## src/rtl/cnn_layer_sequencer_if.sv

```systemverilog
// -----------------------------------------------------------------------------
// cnn_layer_sequencer_if
// Handshake bundle between the layer sequencer, the host and the conv/pool/FC
// engines.
//   master : the sequencer side (drives engine launches, layer/bank selects and
//            host status; receives host start and engine completions).
//   slave  : the host/engine side (mirror of master).
// Signals:
//   start                  host request to run one inference
//   conv_start/conv_layer  conv engine launch pulse and layer select
//   conv_done              conv engine completion (pulse or level)
//   pool_start/pool_layer  pool engine launch pulse and layer select
//   pool_done              pool engine completion
//   fc_start/fc_done       FC stage launch pulse and completion
//   buf_sel                feature-map bank written by the active stage
//   stage                  current sequencer state encoding
//   busy/done/error        host status levels
// -----------------------------------------------------------------------------
interface cnn_layer_sequencer_if;
   logic       start;
   logic       conv_start;
   logic       conv_layer;
   logic       conv_done;
   logic       pool_start;
   logic       pool_layer;
   logic       pool_done;
   logic       fc_start;
   logic       fc_done;
   logic       buf_sel;
   logic [2:0] stage;
   logic       busy;
   logic       done;
   logic       error;

   modport master (
      input  start, conv_done, pool_done, fc_done,
      output conv_start, conv_layer, pool_start, pool_layer, fc_start,
             buf_sel, stage, busy, done, error
   );

   modport slave (
      output start, conv_done, pool_done, fc_done,
      input  conv_start, conv_layer, pool_start, pool_layer, fc_start,
             buf_sel, stage, busy, done, error
   );
endinterface

```

## src/rtl/cnn_layer_sequencer.sv

```systemverilog
// -----------------------------------------------------------------------------
// cnn_layer_sequencer
// Central controller of the two-layer CNN datapath. Runs conv1 -> pool1 ->
// conv2 -> pool2 -> FC, launching each engine with a one-cycle start pulse,
// waiting for its done, steering the ping-pong feature-map bank and guarding
// every stage with a timeout watchdog.
// Ports:
//   clk  system clock, rising edge
//   rst  synchronous active-high reset
//   bus  cnn_layer_sequencer_if.master (host start/status, engine handshakes)
// Parameters:
//   TMO_W       watchdog counter width
//   TMO_CYCLES  stage cycle limit before ERR (must be < 2**TMO_W)
// -----------------------------------------------------------------------------
module cnn_layer_sequencer #(
   parameter int TMO_W      = 20,
   parameter int TMO_CYCLES = 1000000
) (
   input  logic                  clk,
   input  logic                  rst,
   cnn_layer_sequencer_if.master bus
);

   typedef enum logic [2:0] {
      IDLE = 3'd0,
      C1   = 3'd1,
      P1   = 3'd2,
      C2   = 3'd3,
      P2   = 3'd4,
      FC   = 3'd5,
      DONE = 3'd6,
      ERR  = 3'd7
   } state_t;

   state_t           state_q, state_d;
   logic             first_q;        // high in the first cycle of every state
   logic [TMO_W-1:0] wd_q;
   logic             conv_layer_q;
   logic             pool_layer_q;

   logic             active;
   logic             owner_done;
   logic             done_seen;
   logic             timeout;

   // ---------------------------------------------------------------------------
   // Next-state logic
   // ---------------------------------------------------------------------------
   // NOTE: every signal assigned in this block gets a default first, so no path
   // leaves it unassigned and no latch is inferred.
   always_comb begin
      state_d    = state_q;
      active     = state_q inside {C1, P1, C2, P2, FC};
      owner_done = 1'b0;

      // Only the engine that owns the current stage is listened to.
      case (state_q)
         C1, C2:  owner_done = bus.conv_done;
         P1, P2:  owner_done = bus.pool_done;
         FC:      owner_done = bus.fc_done;
         default: owner_done = 1'b0;
      endcase

      // The start-pulse cycle is blind to done, so a level still high from the
      // previous run of the same engine cannot advance the stage.
      done_seen = owner_done && !first_q;
      timeout   = (wd_q == TMO_W'(TMO_CYCLES));

      case (state_q)
         IDLE, DONE, ERR: if (bus.start) state_d = C1;
         default: begin
            // done has priority over a coincident timeout
            if (done_seen) begin
               case (state_q)
                  C1:      state_d = P1;
                  P1:      state_d = C2;
                  C2:      state_d = P2;
                  P2:      state_d = FC;
                  default: state_d = DONE;
               endcase
            end else if (timeout) begin
               state_d = ERR;
            end
         end
      endcase
   end

   // ---------------------------------------------------------------------------
   // State, watchdog and layer-select registers
   // ---------------------------------------------------------------------------
   // NOTE: sequential state uses non-blocking assignments so every register
   // samples the pre-edge values regardless of statement order.
   always_ff @(posedge clk) begin
      if (rst) begin
         state_q      <= IDLE;
         first_q      <= 1'b0;
         wd_q         <= '0;
         conv_layer_q <= 1'b0;
         pool_layer_q <= 1'b0;
      end else begin
         state_q <= state_d;
         first_q <= (state_d != state_q);

         // Cleared on every state change, counts while a stage runs.
         if ((state_d != state_q) || !active) wd_q <= '0;
         else                                  wd_q <= wd_q + TMO_W'(1);

         // Selects are loaded on stage entry and held everywhere else.
         if (state_d == C1)      conv_layer_q <= 1'b0;
         else if (state_d == C2) conv_layer_q <= 1'b1;

         if (state_d == P1)      pool_layer_q <= 1'b0;
         else if (state_d == P2) pool_layer_q <= 1'b1;
      end
   end

   // ---------------------------------------------------------------------------
   // Outputs: decoded from registered state only
   // ---------------------------------------------------------------------------
   always_comb begin
      bus.conv_start = first_q && (state_q inside {C1, C2});
      bus.pool_start = first_q && (state_q inside {P1, P2});
      bus.fc_start   = first_q && (state_q == FC);
      bus.conv_layer = conv_layer_q;
      bus.pool_layer = pool_layer_q;
      bus.buf_sel    = state_q inside {P1, P2};  // pool writes bank 1, others bank 0
      bus.stage      = state_q;
      bus.busy       = active;
      bus.done       = (state_q == DONE);
      bus.error      = (state_q == ERR);
   end

endmodule

```

## src/flat_wrapper.sv

```systemverilog
// flat-port wrapper written by rule: the top's interface ports become plain ports
module cnn_layer_sequencer_flat 
#(
   parameter int TMO_W      = 20,
   parameter int TMO_CYCLES = 1000000
)
  (clk, rst, bus_start, bus_conv_done, bus_pool_done, bus_fc_done, bus_conv_start, bus_conv_layer, bus_pool_start, bus_pool_layer, bus_fc_start, bus_buf_sel, bus_stage, bus_busy, bus_done, bus_error);
  cnn_layer_sequencer_if bus_i ();
  input  logic clk;
  input  logic rst;
  input wire logic [$bits(bus_i.start)-1:0] bus_start;
  input wire logic [$bits(bus_i.conv_done)-1:0] bus_conv_done;
  input wire logic [$bits(bus_i.pool_done)-1:0] bus_pool_done;
  input wire logic [$bits(bus_i.fc_done)-1:0] bus_fc_done;
  output wire logic [$bits(bus_i.conv_start)-1:0] bus_conv_start;
  output wire logic [$bits(bus_i.conv_layer)-1:0] bus_conv_layer;
  output wire logic [$bits(bus_i.pool_start)-1:0] bus_pool_start;
  output wire logic [$bits(bus_i.pool_layer)-1:0] bus_pool_layer;
  output wire logic [$bits(bus_i.fc_start)-1:0] bus_fc_start;
  output wire logic [$bits(bus_i.buf_sel)-1:0] bus_buf_sel;
  output wire logic [$bits(bus_i.stage)-1:0] bus_stage;
  output wire logic [$bits(bus_i.busy)-1:0] bus_busy;
  output wire logic [$bits(bus_i.done)-1:0] bus_done;
  output wire logic [$bits(bus_i.error)-1:0] bus_error;
  assign bus_i.start = bus_start;
  assign bus_i.conv_done = bus_conv_done;
  assign bus_i.pool_done = bus_pool_done;
  assign bus_i.fc_done = bus_fc_done;
  assign bus_conv_start = bus_i.conv_start;
  assign bus_conv_layer = bus_i.conv_layer;
  assign bus_pool_start = bus_i.pool_start;
  assign bus_pool_layer = bus_i.pool_layer;
  assign bus_fc_start = bus_i.fc_start;
  assign bus_buf_sel = bus_i.buf_sel;
  assign bus_stage = bus_i.stage;
  assign bus_busy = bus_i.busy;
  assign bus_done = bus_i.done;
  assign bus_error = bus_i.error;
  cnn_layer_sequencer #(.TMO_W(TMO_W), .TMO_CYCLES(TMO_CYCLES)) u_core (.clk(clk), .rst(rst), .bus(bus_i));
endmodule
```

## config.mk

```make
export PLATFORM = sky130hd
export DESIGN_NAME = cnn_layer_sequencer_flat
export DESIGN_NICKNAME = d
export VERILOG_FILES = /design/src/rtl/cnn_layer_sequencer_if.sv /design/src/rtl/cnn_layer_sequencer.sv /design/src/flat_wrapper.sv
export SDC_FILE = /design/constraint.sdc
export NUM_CORES = 1
export LEC_CHECK = 0
export ABC_AREA = 1
export BUFFER_PORTS_ARGS = -buffer_cell sky130_fd_sc_hd__buf_4
export CORE_AREA = 2 2 66 68
export DETAILED_ROUTE_END_ITERATION = 6
export DIE_AREA = 0 0 68 70
export GPL_ROUTABILITY_DRIVEN = 0
export SLEW_MARGIN = 20
export SYNTH_ARGS = -nofsm -noshare
export SYNTH_HDL_FRONTEND = slang
export SYNTH_SLANG_ARGS = --single-unit
```

## constraint.sdc

```tcl
create_clock -name clk -period 3.9 [get_ports clk]
set_input_delay 0.39 -clock clk [delete_from_list [all_inputs] [get_ports clk]]
set_output_delay 0.39 -clock clk [all_outputs]
set_load 0.02 [all_outputs]
```

==> metrics list <==
* Count of antenna-violating nets left after detailed routing: 0
- Row cnt: 24
* Transition time at the pin with the least slew margin: 637 ps
- The critical path goes through inv_1 -> nand4_2 -> nand2_4 -> nand3_1 -> nand2_1 -> inv_2 -> nand2_4 -> nand2_1 -> nand2_2 -> nor2_4 -> nand3_2 -> nor2_2.
- Data on the critical path is required at its endpoint by 4090 ps.
- Summing the areas of all compound-gate instances in the mapped netlist gives 1.62% of the synthesized area.
- Worst slew margin relative to its limit: 57.5%
- Resized Gates After CTS: 0
- Fraction of power consumed by combinational cells: 45.5%
- Top Family by Delay on Critical Path: simple AND/OR/NAND/NOR gates
- Die Width: 68 microns
- Total Routing Usage GR: 14.2%
* Worst-case hold slack: about 320 ps
- Counting tap cells, the placed design contains a total of ~280 instances.
* FFs w/ async S/R, synth: 0%
- Worst Setup Path Type: register to register
* Fraction of power consumed by the clock network: 22.1%
* Cell area power density: 564 nW/um^2
- Kind of capture point of the worst setup path: register
* Prevailing post-synth register cell: sky130_fd_sc_hd__dfxtp_1
- In the finished design, the share of the clock period the worst path needs comes to 58.4%.
- Net switching is 42.3% of the power.
* Diodes inserted: 0
- Share of post-route cells with drive strength above 1: 27.2%
* Switch Pwr: 0.424 mW
* Via/cell ratio: 4.59
* Total clock buffers created by CTS: 3
* Syn-to-layout area delta: 14.7%
- Setup violations remaining at the end of the flow were counted as 0.
- The total overflow left after global routing is 0.
- Type of element launching the critical path: register
- The first TritonRoute pass finished after 4 iterations.
- Iteration-0 DRC Markers: 42
- The flow ran to the end, and the final reports show no timing, DRC or antenna violations.
- Max rail drop VDD: 377 uV
- After detailed routing, the total wire length is 2990 microns.
- Clock-pin slew was measured on the worst setup and hold paths at 80 ps.
- Avg Cell Area, Syn: 7.36 sq um
- The internal power of the cells totals 0.577 mW.
* Post-route DRC violation count: 0
- In this run the clock root is driven by a sky130_fd_sc_hd__clkbuf_8.
- Global routing's busiest layer: met2
- The number of global-route vias before repair is 1284.
* Achievable frequency: 0.439 GHz
- Setup slack on the critical path of the routed design comes to 1620 ps.
* Final hold viol count: 0
- The number of antenna violations at the first check in global routing came to 0.
* Xor and xnor area share after synthesis: between 10% and 20%
- Area enclosed by the die boundary: 4760 sq um
- Number of buffers and inverters on the critical path: 2
* Met2 Use GR: between 20% and 30%
- Yosys warning total: 0
* Gate count of the mapped netlist: 210
- Global routing consumed, on the met3 layer, 3.38% of the routing resources.
* RSZ-0062 raised after global routing: no
* Min cycle time layout: 2280 ps
* Core region area: 4140 sq um
* Fraction of the yosys area taken by sequential cells: approximately a third
* Largest fanout on the critical path: 20
- R2R Setup Slk: 1620 ps
- For this configuration, the core starts out at a cell density of 37.3%.
* Total number of clock tree sinks: 26
- Cell area after technology mapping: between 1500 and 2000 sq um
- Prior to clock tree synthesis, the placed netlist has a worst setup slack of 1590 ps.
- Final routed wire length divided by cell count: ~11 microns
- Final Skew: 9.31 ps
* Fraction of the mapped netlist area in adder cells: 1.62%
- Counting along the longest clock path gives a buffer depth of 2.
- The floorplan step set the die height to about 70 microns.
- Port buffering added 17 buffers.
* CP max stage cell: sky130_fd_sc_hd__dfxtp_1
- Final slew viol count: 0
- Once the clock tree was built, the setup fixing pass inserted 0 buffers.
- Pin placement for this block handled 18 I/O pins.
- In this design, the stage delay of the slowest critical-path cell is 540 ps.
- The netlist uses 27 different library cells.
- Detailed placement finished with a half-perimeter wire length of roughly 2300 microns.
- In the final timing run, aggregate negative setup slack is 0 ps.
- Leaving out filler cells and counting taps, the final layout contains 280.
- Critical path arrival: 2470 ps
- Entering global routing, the biggest net connects 21 pins.
- CTS HTree Levels: 1
- The first global-routing pass estimated between 5000 and 6000 microns of wire.
- Synthesized net count: approximately 220
* Skew-Pair Late Insertion Delay: 270 ps
- Registers are responsible for around a third of the overall power.
* FF+latch count, synth: 26
- TritonCTS built the clock tree.
* Largest family of logic cells by synthesized area: simple AND/OR/NAND/NOR gates
* Total number of nets in the final design: 237
* Max-cap violations: 0
* Number of enable flip-flop cells after synthesis: 0
- Summed over all cells, the static leakage comes to 0.749 nW.
- Hold WC Path Type: primary input to register
- Post-cts hold buffer count: 0
- Total via count after detailed routing: 1284
- For met1 alone, demand over resource in global routing was 15.9%.
- Of the total synthesized cell area, the portion taken by AND, OR, NAND and NOR gates is 42.8%.
- After synthesis, the share of cell area in mux cells is 0%.
worst reg2reg max path, delay by kind of cell, from the launching register on:
kind	cells	cell delay [ps]
and+or+nand+nor	10	1400
buffers and inverters	2	260
DFF	1	540
state kept, by name (all words and copies together) (netlist names):
register	flops
u_core.bus.stage	3
u_core.first_q	1
u_core.bus.pool_layer	1
u_core.bus.conv_layer	1
u_core.wd_q	20
placed cells by master, fill, tap and decap left out, types with 3 or more instances in the layout:
| master | n |
|---|---|
| sky130_fd_sc_hd__nor2_1 | 25 |
| sky130_fd_sc_hd__xor2_1 | 15 |
| sky130_fd_sc_hd__inv_2 | 4 |
| sky130_fd_sc_hd__nand3_1 | 17 |
| sky130_fd_sc_hd__dfxtp_1 | 26 |
| sky130_fd_sc_hd__nand2_2 | 4 |
| sky130_fd_sc_hd__clkbuf_8 | 3 |
| sky130_fd_sc_hd__xnor2_1 | 3 |
| sky130_fd_sc_hd__nor3_1 | 6 |
| sky130_fd_sc_hd__nor2_2 | 22 |
| sky130_fd_sc_hd__buf_4 | 17 |
| sky130_fd_sc_hd__nand3_2 | 3 |
| sky130_fd_sc_hd__inv_1 | 27 |
| sky130_fd_sc_hd__nand2_1 | 34 |
| sky130_fd_sc_hd__nand2_4 | 4 |
area by class of cell:
class / instances / area [sq um]
inverter: 32 / 120
sequential: 26 / 520
clock buffer: 3 / 41.3
clock inverter: 1 / 30.0
tap: 52 / 65.1
fill: 448 / 2370
timing repair buffer: 17 / 128
multi-input combinational: 149 / 870
per-stage QoR:
stage | power [mW] | util (%) | cell area [sq um]
6_report | 1.00 | 42.8 | 1770
3_5_place_dp | 0.789 | 41.1 | 1700
2_1_floorplan | 0.696 | - | 1550
5_1_grt | 1.08 | 42.8 | 1770
4_1_cts | 1.02 | 42.8 | 1770
3_3_place_gp | 0.787 | 41.1 | 1700
cell usage after synthesis (2+ instances only):
cell type	n	area, sq um
sky130_fd_sc_hd__nand3_1	17	85.1
sky130_fd_sc_hd__nor2_1	25	93.8
sky130_fd_sc_hd__inv_2	4	15.0
sky130_fd_sc_hd__nor2_4	2	22.5
sky130_fd_sc_hd__nand4_1	2	12.5
sky130_fd_sc_hd__a21oi_1	2	10.0
sky130_fd_sc_hd__ha_1	2	25.0
sky130_fd_sc_hd__nor2_2	22	138
sky130_fd_sc_hd__nand2_2	4	25.0
sky130_fd_sc_hd__dfxtp_1	26	521
sky130_fd_sc_hd__nor3_1	6	30.0
sky130_fd_sc_hd__nand3_2	3	30.0
sky130_fd_sc_hd__nand2_4	4	45.0
sky130_fd_sc_hd__buf_6	2	22.5
sky130_fd_sc_hd__xor2_1	15	131
sky130_fd_sc_hd__o21ai_0	2	10.0
sky130_fd_sc_hd__xnor2_1	3	26.3
sky130_fd_sc_hd__inv_1	27	101
sky130_fd_sc_hd__nand2_1	34	128
kinds of logic after synthesis:
kind of cell / after synthesis
DFF: 26
AOI/OAI and AO/OA: 5
buffers and inverters: 35
xor gates and xnor gates: 18
and+or+nand+nor: 124
adders and majority gates: 2
power by group through the flow:
stage / logic, mW / registers [mW] / clock network (mW)
6_report: 0.456 / 0.324 / 0.221
5_1_grt: 0.513 / 0.329 / 0.240
4_1_cts: 0.460 / 0.324 / 0.232
3_5_place_dp: 0.459 / 0.330 / 0
3_3_place_gp: 0.457 / 0.330 / 0
2_1_floorplan: 0.363 / 0.333 / 0
per-layer routing:
metal / vias to the layer above / wire length [microns] / share of wire [%]
met4: 0 / 13 / 0.43
met2: 16 / 1550 / 52
met3: 2 / 91 / 3.0
li1: 681 / - / -
met1: 585 / 1340 / 45
met5: - / 0 / 0
worst paths after layout:
| path | from | to | cells past startpoint |
|---|---|---|---|
| worst max-delay path | u_core.bus.stage[0] | u_core.wd_q[0] | 12 |
| worst min register to register | u_core.bus.pool_layer | u_core.bus.pool_layer | 2 |
| worst min-delay path | rst | u_core.bus.stage[1] | 2 |
| worst max register to register | u_core.bus.stage[0] | u_core.wd_q[0] | 12 |
Note: power is estimated with default switching activity, not from simulation.
